==> src/rtl/y_pulse_counter.sv <==
// Modulo-MOD up/down counter of Y events from the sequence generator, with a
// registered terminal-count pulse, a sticky wrap flag, clear and clamped load.
module y_pulse_counter #(
  parameter int WIDTH = 4,
  parameter int MOD   = 10,
  parameter int EDGE  = 0
) (
  input  logic             clk,
  input  logic             rst,
  input  logic             y_in,
  input  logic             en,
  input  logic             up,
  input  logic             clr,
  input  logic             load,
  input  logic [WIDTH-1:0] load_val,
  output logic [WIDTH-1:0] count,
  output logic             tc,
  output logic             ovf
);

  localparam logic [WIDTH-1:0] MAX_VAL = WIDTH'(MOD - 1);
  localparam logic [WIDTH-1:0] ONE     = WIDTH'(1);

  logic             y_d;
  logic             y_rise;
  logic             evt;
  logic [WIDTH-1:0] count_n;
  logic             tc_n;
  logic             ovf_n;

  // y_d tracks y_in unconditionally so edge mode never sees a stale history
  // after a clear, load or disabled stretch.
  always_ff @(posedge clk or posedge rst) begin
    if (rst) begin
      y_d <= 1'b0;
    end else begin
      y_d <= y_in;
    end
  end

  assign y_rise = y_in & ~y_d;
  assign evt    = en & ((EDGE != 0) ? y_rise : y_in);

  // Priority: clr > load > evt > hold. tc is asserted only on a wrapping event.
  always_comb begin
    count_n = count;
    tc_n    = 1'b0;
    ovf_n   = ovf;
    if (clr) begin
      count_n = '0;
      ovf_n   = 1'b0;
    end else if (load) begin
      count_n = (load_val > MAX_VAL) ? MAX_VAL : load_val;
    end else if (evt) begin
      if (up) begin
        if (count == MAX_VAL) begin
          count_n = '0;
          tc_n    = 1'b1;
          ovf_n   = 1'b1;
        end else begin
          count_n = count + ONE;
        end
      end else begin
        if (count == '0) begin
          count_n = MAX_VAL;
          tc_n    = 1'b1;
          ovf_n   = 1'b1;
        end else begin
          count_n = count - ONE;
        end
      end
    end
  end

  always_ff @(posedge clk or posedge rst) begin
    if (rst) begin
      count <= '0;
      tc    <= 1'b0;
      ovf   <= 1'b0;
    end else begin
      count <= count_n;
      tc    <= tc_n;
      ovf   <= ovf_n;
    end
  end

endmodule

==> config.mk <==
export PLATFORM = sky130hd
export DESIGN_NAME = y_pulse_counter
export DESIGN_NICKNAME = d
export VERILOG_FILES = /design/src/rtl/y_pulse_counter.sv
export SDC_FILE = /design/constraint.sdc
export NUM_CORES = 1
export LEC_CHECK = 0
export CORE_AREA = 5 5 42 44
export CTS_CLUSTER_DIAMETER = 80
export DETAILED_ROUTE_END_ITERATION = 7
export DIE_AREA = 0 0 47 49
export PLACE_DENSITY_LB_ADDON = 0.2
export SLEW_MARGIN = 20
export SYNTH_ARGS = -nofsm -noshare
export SYNTH_HDL_FRONTEND = slang
export SYNTH_SLANG_ARGS = --single-unit
==> constraint.sdc <==
create_clock -name clk -period 1.9 [get_ports clk]
set_input_delay 0.475 -clock clk [delete_from_list [all_inputs] [get_ports clk]]
set_output_delay 0.475 -clock clk [all_outputs]
set_load 0.02 [all_outputs]
==> metrics.cfg, run 1 <==
[drt]
route.detailed.drc = 0
antenna_left = 0
drtIter0Drc = 11
vias = 449
first_pass_iters = 2
viasPerCell = 4.93
finalWirelength_um = 1080
avgRoutedWirePerCell_um = 11.9

[logic_synthesis]
synthXorXnorAreaFrac_pct = 5.90
synth_top_area_share_pct = 33.7
synth_edf_count = 0
async_flop_share_pct = 100
yosys.area_share.simple_pct = 22.2
ys_ff_latch = 6
synth-compound-area-share_pct = 28.9
synth_cell_types = 31
synth_top_area_cell = dfrtp_1
netlist_area_um2 = 445
synthCells = 48
yosys-top-cells-area = dfrtp_1, a2111oi_4, nor2_1
synth_top_family_by_area = compound AO/OA/AOI/OAI gates
muxShareOfSynthArea_pct = 0
ys_seq_area_share_pct = 33.7
ys.warnings.count = 0
synth_flop_cell = dfrtp_1
avgSynthCellArea_um2 = 9.28
synthAdderAreaFrac_pct = 0
synth_fp_nets = 59

[global_route]
track_usage_pct = 10.8
grt_pass1_vias = 445
antenna_found_initial = 0
grt-ovfl-total = 0
grt_max_degree = 10
grt_pass1_wl_um = 1750

[setup_path]
worstPathMaxFanout = 2
start_kind = flip-flop
path_class = reg2out
cp_top_family = buffers and inverters
cp.depth = 1
crit_buf_inv = 1
ff2ff_setup_slack_ns = 0.43
cp_data_required_time_ns = 1.42
startpoint = count[2]
reg2reg_depth = 4
slowest_delay_ns = 0.61
crit_path_end_kind = output port
r2r-start = count[3]
slowest_stage = clkdlybuf4s50_1
crit_path_end = count[2]
rr_endpoint = ovf
path_cells = clkdlybuf4s50_1
arrival_ns = 1.22

[sta]
worst_pin_slew_ns = 0.364
hold_slack_ns = 0.445
max_freq_ghz = 0.589
fin_skew_ns = 0.00746
rsz0062_at_grt = false
postLayoutSetupSlackWorst_ns = 0.203
slew_headroom_pct = 75.1
finalSetupTns_ns = 0
setup_viol = 0
slew_violations = 0
hold_viol = 0
final.min_clock_period_ns = 1.70
fin_crit_sh_pct = 89.3

[clock_tree]
hold_buffers = 0
cts.sinks = 6
ctsRootBufferMaster = clkbuf_4
numCtsBuffers = 3
cts_setup_buffers = 0
htree_levels = 1
cts_tree = done
clk_latency_ns = 0.25
cts-resized-gates = 0
clk_pin_slew_worst_paths_ns = 0.05
clock_path_buffers = 2

[final_layout]
num-fill-cells = 142
nets = 88
diodes = 0
area_growth_pct = 57.9
drive_above_1_share_pct = 22.7
final_util_pct = 50.2

[placed_design]
gp_congestion = 0.768
port_buffers = 16
place_hpwl_um = 914
dp_slack_ns = 0.0000163

[floorplanning]
coreArea_um2 = 1400
rows = 14
die_h_um = 49
initial_core_util_pct = 31.8
io_pins = 17
die-area_um2 = 2300
die_w_um = 47

[pwr]
totalPowerFinal_mw = 0.393
leakagePower_nw = 0.327
peakVddDrop_uv = 270
powerDensity_nw_per_um2 = 558

[hold_path]
min_path_type = in2async

[run_status]
outcome = complete, no violations

[job]
maxCapViolCount = 0

## report_power, final
group | switching [mW] | leakage, nW | internal [mW]
clock | 0.0459 | 0.0138 | 0.0714
combinational | 0.0612 | 0.232 | 0.0711
sequential | 0.00734 | 0.0805 | 0.136
## metrics by stage
step / instances / area, um^2
after floorplan: 48 / 445
after global placement: 88 / 678
after detailed placement: 88 / 678
after CTS: 91 / 701
after global routing: 91 / 703
final: 91 / 703
## flip-flops by register name, summed over array words and instances (netlist names)
signal,count
count,4
ovf,1
tc,1
## cell usage in the layout, fill, tap and decap left out, drive strengths merged, types with 2 or more instances in the layout
master	instances
a2111oi	2
a21oi	2
and3	2
buf	11
clkbuf	3
clkdlybuf4s50	15
dfrtp	6
inv	3
nand2	3
nor2	5
o21ai	2
o31ai	2
or3	2
xor2	2
## kinds of logic after synthesis
| group | count (synthesis) |
|---|---|
| xor+xnor | 3 |
| flops | 6 |
| simple gates | 18 |
| compound gates | 15 |
| buf+inv | 6 |
## cells in the mapped netlist, types with 2 or more instances
cell and instances:
nand2_1 3, dfrtp_1 6, xor2_1 2, inv_1 3, nor2_1 5, o31ai_1 2
a21oi_1 2, o21ai_0 2
## layout make-up
type                            instances  area [um^2]  area share [%]
Clock buffer                            3         22.5            3.20
Inverter                                3         11.3            1.60
Multi-Input combinational cell         36          254            36.1
Sequential cell                         6          150            21.4
Tap cell                               16         20.0            2.85
Timing Repair Buffer                   27          245            34.9
## worst min-delay path by stage
| stage | startpoint | to | slack [ns] | cells past startpoint |
|---|---|---|---|---|
| 2_1_floorplan | rst | count[0] | 0.27 | 1 |
| 3_3_place_gp | ovf | ovf | 0.47 | 1 |
| 3_5_place_dp | ovf | ovf | 0.48 | 1 |
| 4_1_cts | rst | count[2] | 0.45 | 2 |
| 5_1_grt | rst | count[3] | 0.48 | 2 |
| 6_report | rst | count[2] | 0.45 | 2 |
## per-layer routing
layer  GRT usage, %  wire [um]
met1           10.9        444
met2           16.7        527
met3           2.58         67
met4           10.6         44
met5              0          0
Power figures use the tool's default switching activity.
==> run 2, diff against run 1 <==
Settings changed: CTS_CLUSTER_DIAMETER 80 to 150.
==> results of run 2 <==
Same layout as run 1: the final DEF is identical, and so are final timing and power.
==> run 3, diff against run 2 <==
Settings changed: DONT_BUFFER_PORTS set to 1.
==> run 3 against run 2 <==
Compared with the run above:
- combinational power fell by 50%
- critical endpoint is now ovf
- critical path depth rose by 2
- non-clock buffer count fell by 25
- total power fell by 13%
- critical path type is now reg2reg
- worst hold slack got worse by 0.42 ns
==> metrics.cfg, run 3 (same netlist as run 1, synthesis figures left out) <==
[drt]
first_pass_iters = 4
antenna_left = 0
wl_met2_um = 502
finalWirelength_um = 1060
route.detailed.drc = 0
drtIter0Drc = 2
top_layer = met4
vias = 377
wl_met3_um = 83
avgRoutedWirePerCell_um = 16.1
viasPerCell = 5.71
m1WireLength_um = 455

[global_route]
grt-ovfl-total = 0
grt_max_degree = 12
grt_pass1_wl_um = 1880
antenna_found_initial = 0
grt_pass1_vias = 427
track_usage_pct = 11.5

[sta]
fin_crit_sh_pct = 83.4
finalSetupTns_ns = 0
worst_pin_slew_ns = 0.530
max_freq_ghz = 0.631
setup_viol = 0
slew_violations = 0
fin_skew_ns = 0.00657
postLayoutSetupSlackWorst_ns = 0.315
final.min_clock_period_ns = 1.59
hold_viol = 0
slew_headroom_pct = 64.7
rsz0062_at_grt = false

[clock_tree]
cts_tree = done
cts.sinks = 6
ctsRootBufferMaster = clkbuf_4
numCtsBuffers = 3
htree_levels = 1
clock_path_buffers = 2
hold_buffers = 0
clk_latency_ns = 0.25
cts-resized-gates = 0
cts_setup_buffers = 0
clk_pin_slew_worst_paths_ns = 0.05

[setup_path]
worstPathMaxFanout = 10
r2r-start = count[0]
cp.depth = 3
cp_top_family = flip-flops
start_kind = flip-flop
slowest_delay_ns = 0.57
path_cells = or3_4, a2111oi_4, a21o_1
crit_path_end_kind = flip-flop
crit_path_end = ovf
path_class = reg2reg
crit_buf_inv = 0
reg2reg_depth = 3
ff2ff_setup_slack_ns = 0.31
startpoint = count[0]
arrival_ns = 1.77
cp_data_required_time_ns = 2.09
slowest_stage = dfrtp_1
rr_endpoint = ovf

[job]
maxCapViolCount = 0

[final_layout]
final_cell_mix = dfrtp_1, nor2_1, inv_1, nand2_1, clkbuf_4
multi_input_area_um2 = 254
num-fill-cells = 160
diodes = 0
seq_area_um2 = 150
final_util_pct = 33.8
largest-register = count
largest_register_ffs = 4
top_regs = count x4, ovf x1, tc x1
final_common_cell = dfrtp_1
drive_above_1_share_pct = 16.0
nets = 63
area_growth_pct = 6.18

[pwr]
swShare_pct = 30.7
p_int_mw = 0.236
leakagePower_nw = 0.209
p_seq_share_pct = 45.4
pwr-share-clk_pct = 35.3
power.switching_mw = 0.104
peakVddDrop_uv = 354
powerDensity_nw_per_um2 = 720
pwr-share-comb_pct = 19.3
totalPowerFinal_mw = 0.341

[hold_path]
min_path_type = in2async

[floorplanning]
rows = 14
die-area_um2 = 2300
initial_core_util_pct = 31.8
die_w_um = 47
die_h_um = 49
coreArea_um2 = 1400
io_pins = 17

[placed_design]
port_buffers = 0
gp_congestion = 0.717
dp_slack_ns = 0.320
place_hpwl_um = 828

[run_status]
outcome = complete, no violations

-- run 3: cell count changes in the layout (fill, tap and decap cells not counted) --
cell             delta
clkdlybuf4s50_1    -15
buf_4               -9
dlymetal6s2s_1      -1
-- run 3: cell type report --
type                    count  share of cell area (%)
multi-input cells          36                    53.7
flip-flops and latches      6                    31.7
well taps                  16                    4.23
inverters                   3                    2.38
repair buffers              2                    3.17
clock buffers               3                    4.76
-- run 3: worst min path at each step --
stage                     endpoint  from  depth (start not counted)  slack (ns)
after floorplan           count[0]   rst                          1        0.27
after global placement    count[3]   rst                          1        0.29
after detailed placement  count[1]   rst                          1        0.29
after CTS                       tc   rst                          1        0.03
after global routing      count[1]   rst                          1        0.05
final                           tc   rst                          1        0.02
-- run 3: stage by stage --
stage | area, um^2 | instances | hold WS (ns)
finish | 473 | 66 | 0.0220
global route | 473 | 66 | 0.0464
CTS | 473 | 66 | 0.0300
detailed placement | 450 | 63 | 0.295
global placement | 450 | 63 | 0.295
floorplan | 445 | 48 | 0.266
-- run 3: metal layers --
metal / GRT usage (%) / vias up
li1: - / 186
met1: 12.5 / 173
met2: 17.0 / 15
met3: 4.80 / 3
met4: 8.29 / 0
met5: 0 / -
-- run 3: power by group through the flow --
stage,clock (mW),sequential (mW),combinational (mW)
after floorplan,0,0.155,0.0622
after global routing,0.133,0.156,0.0741
after detailed placement,0,0.157,0.0662
final,0.120,0.155,0.0658
after CTS,0.123,0.155,0.0667
after global placement,0,0.157,0.0665
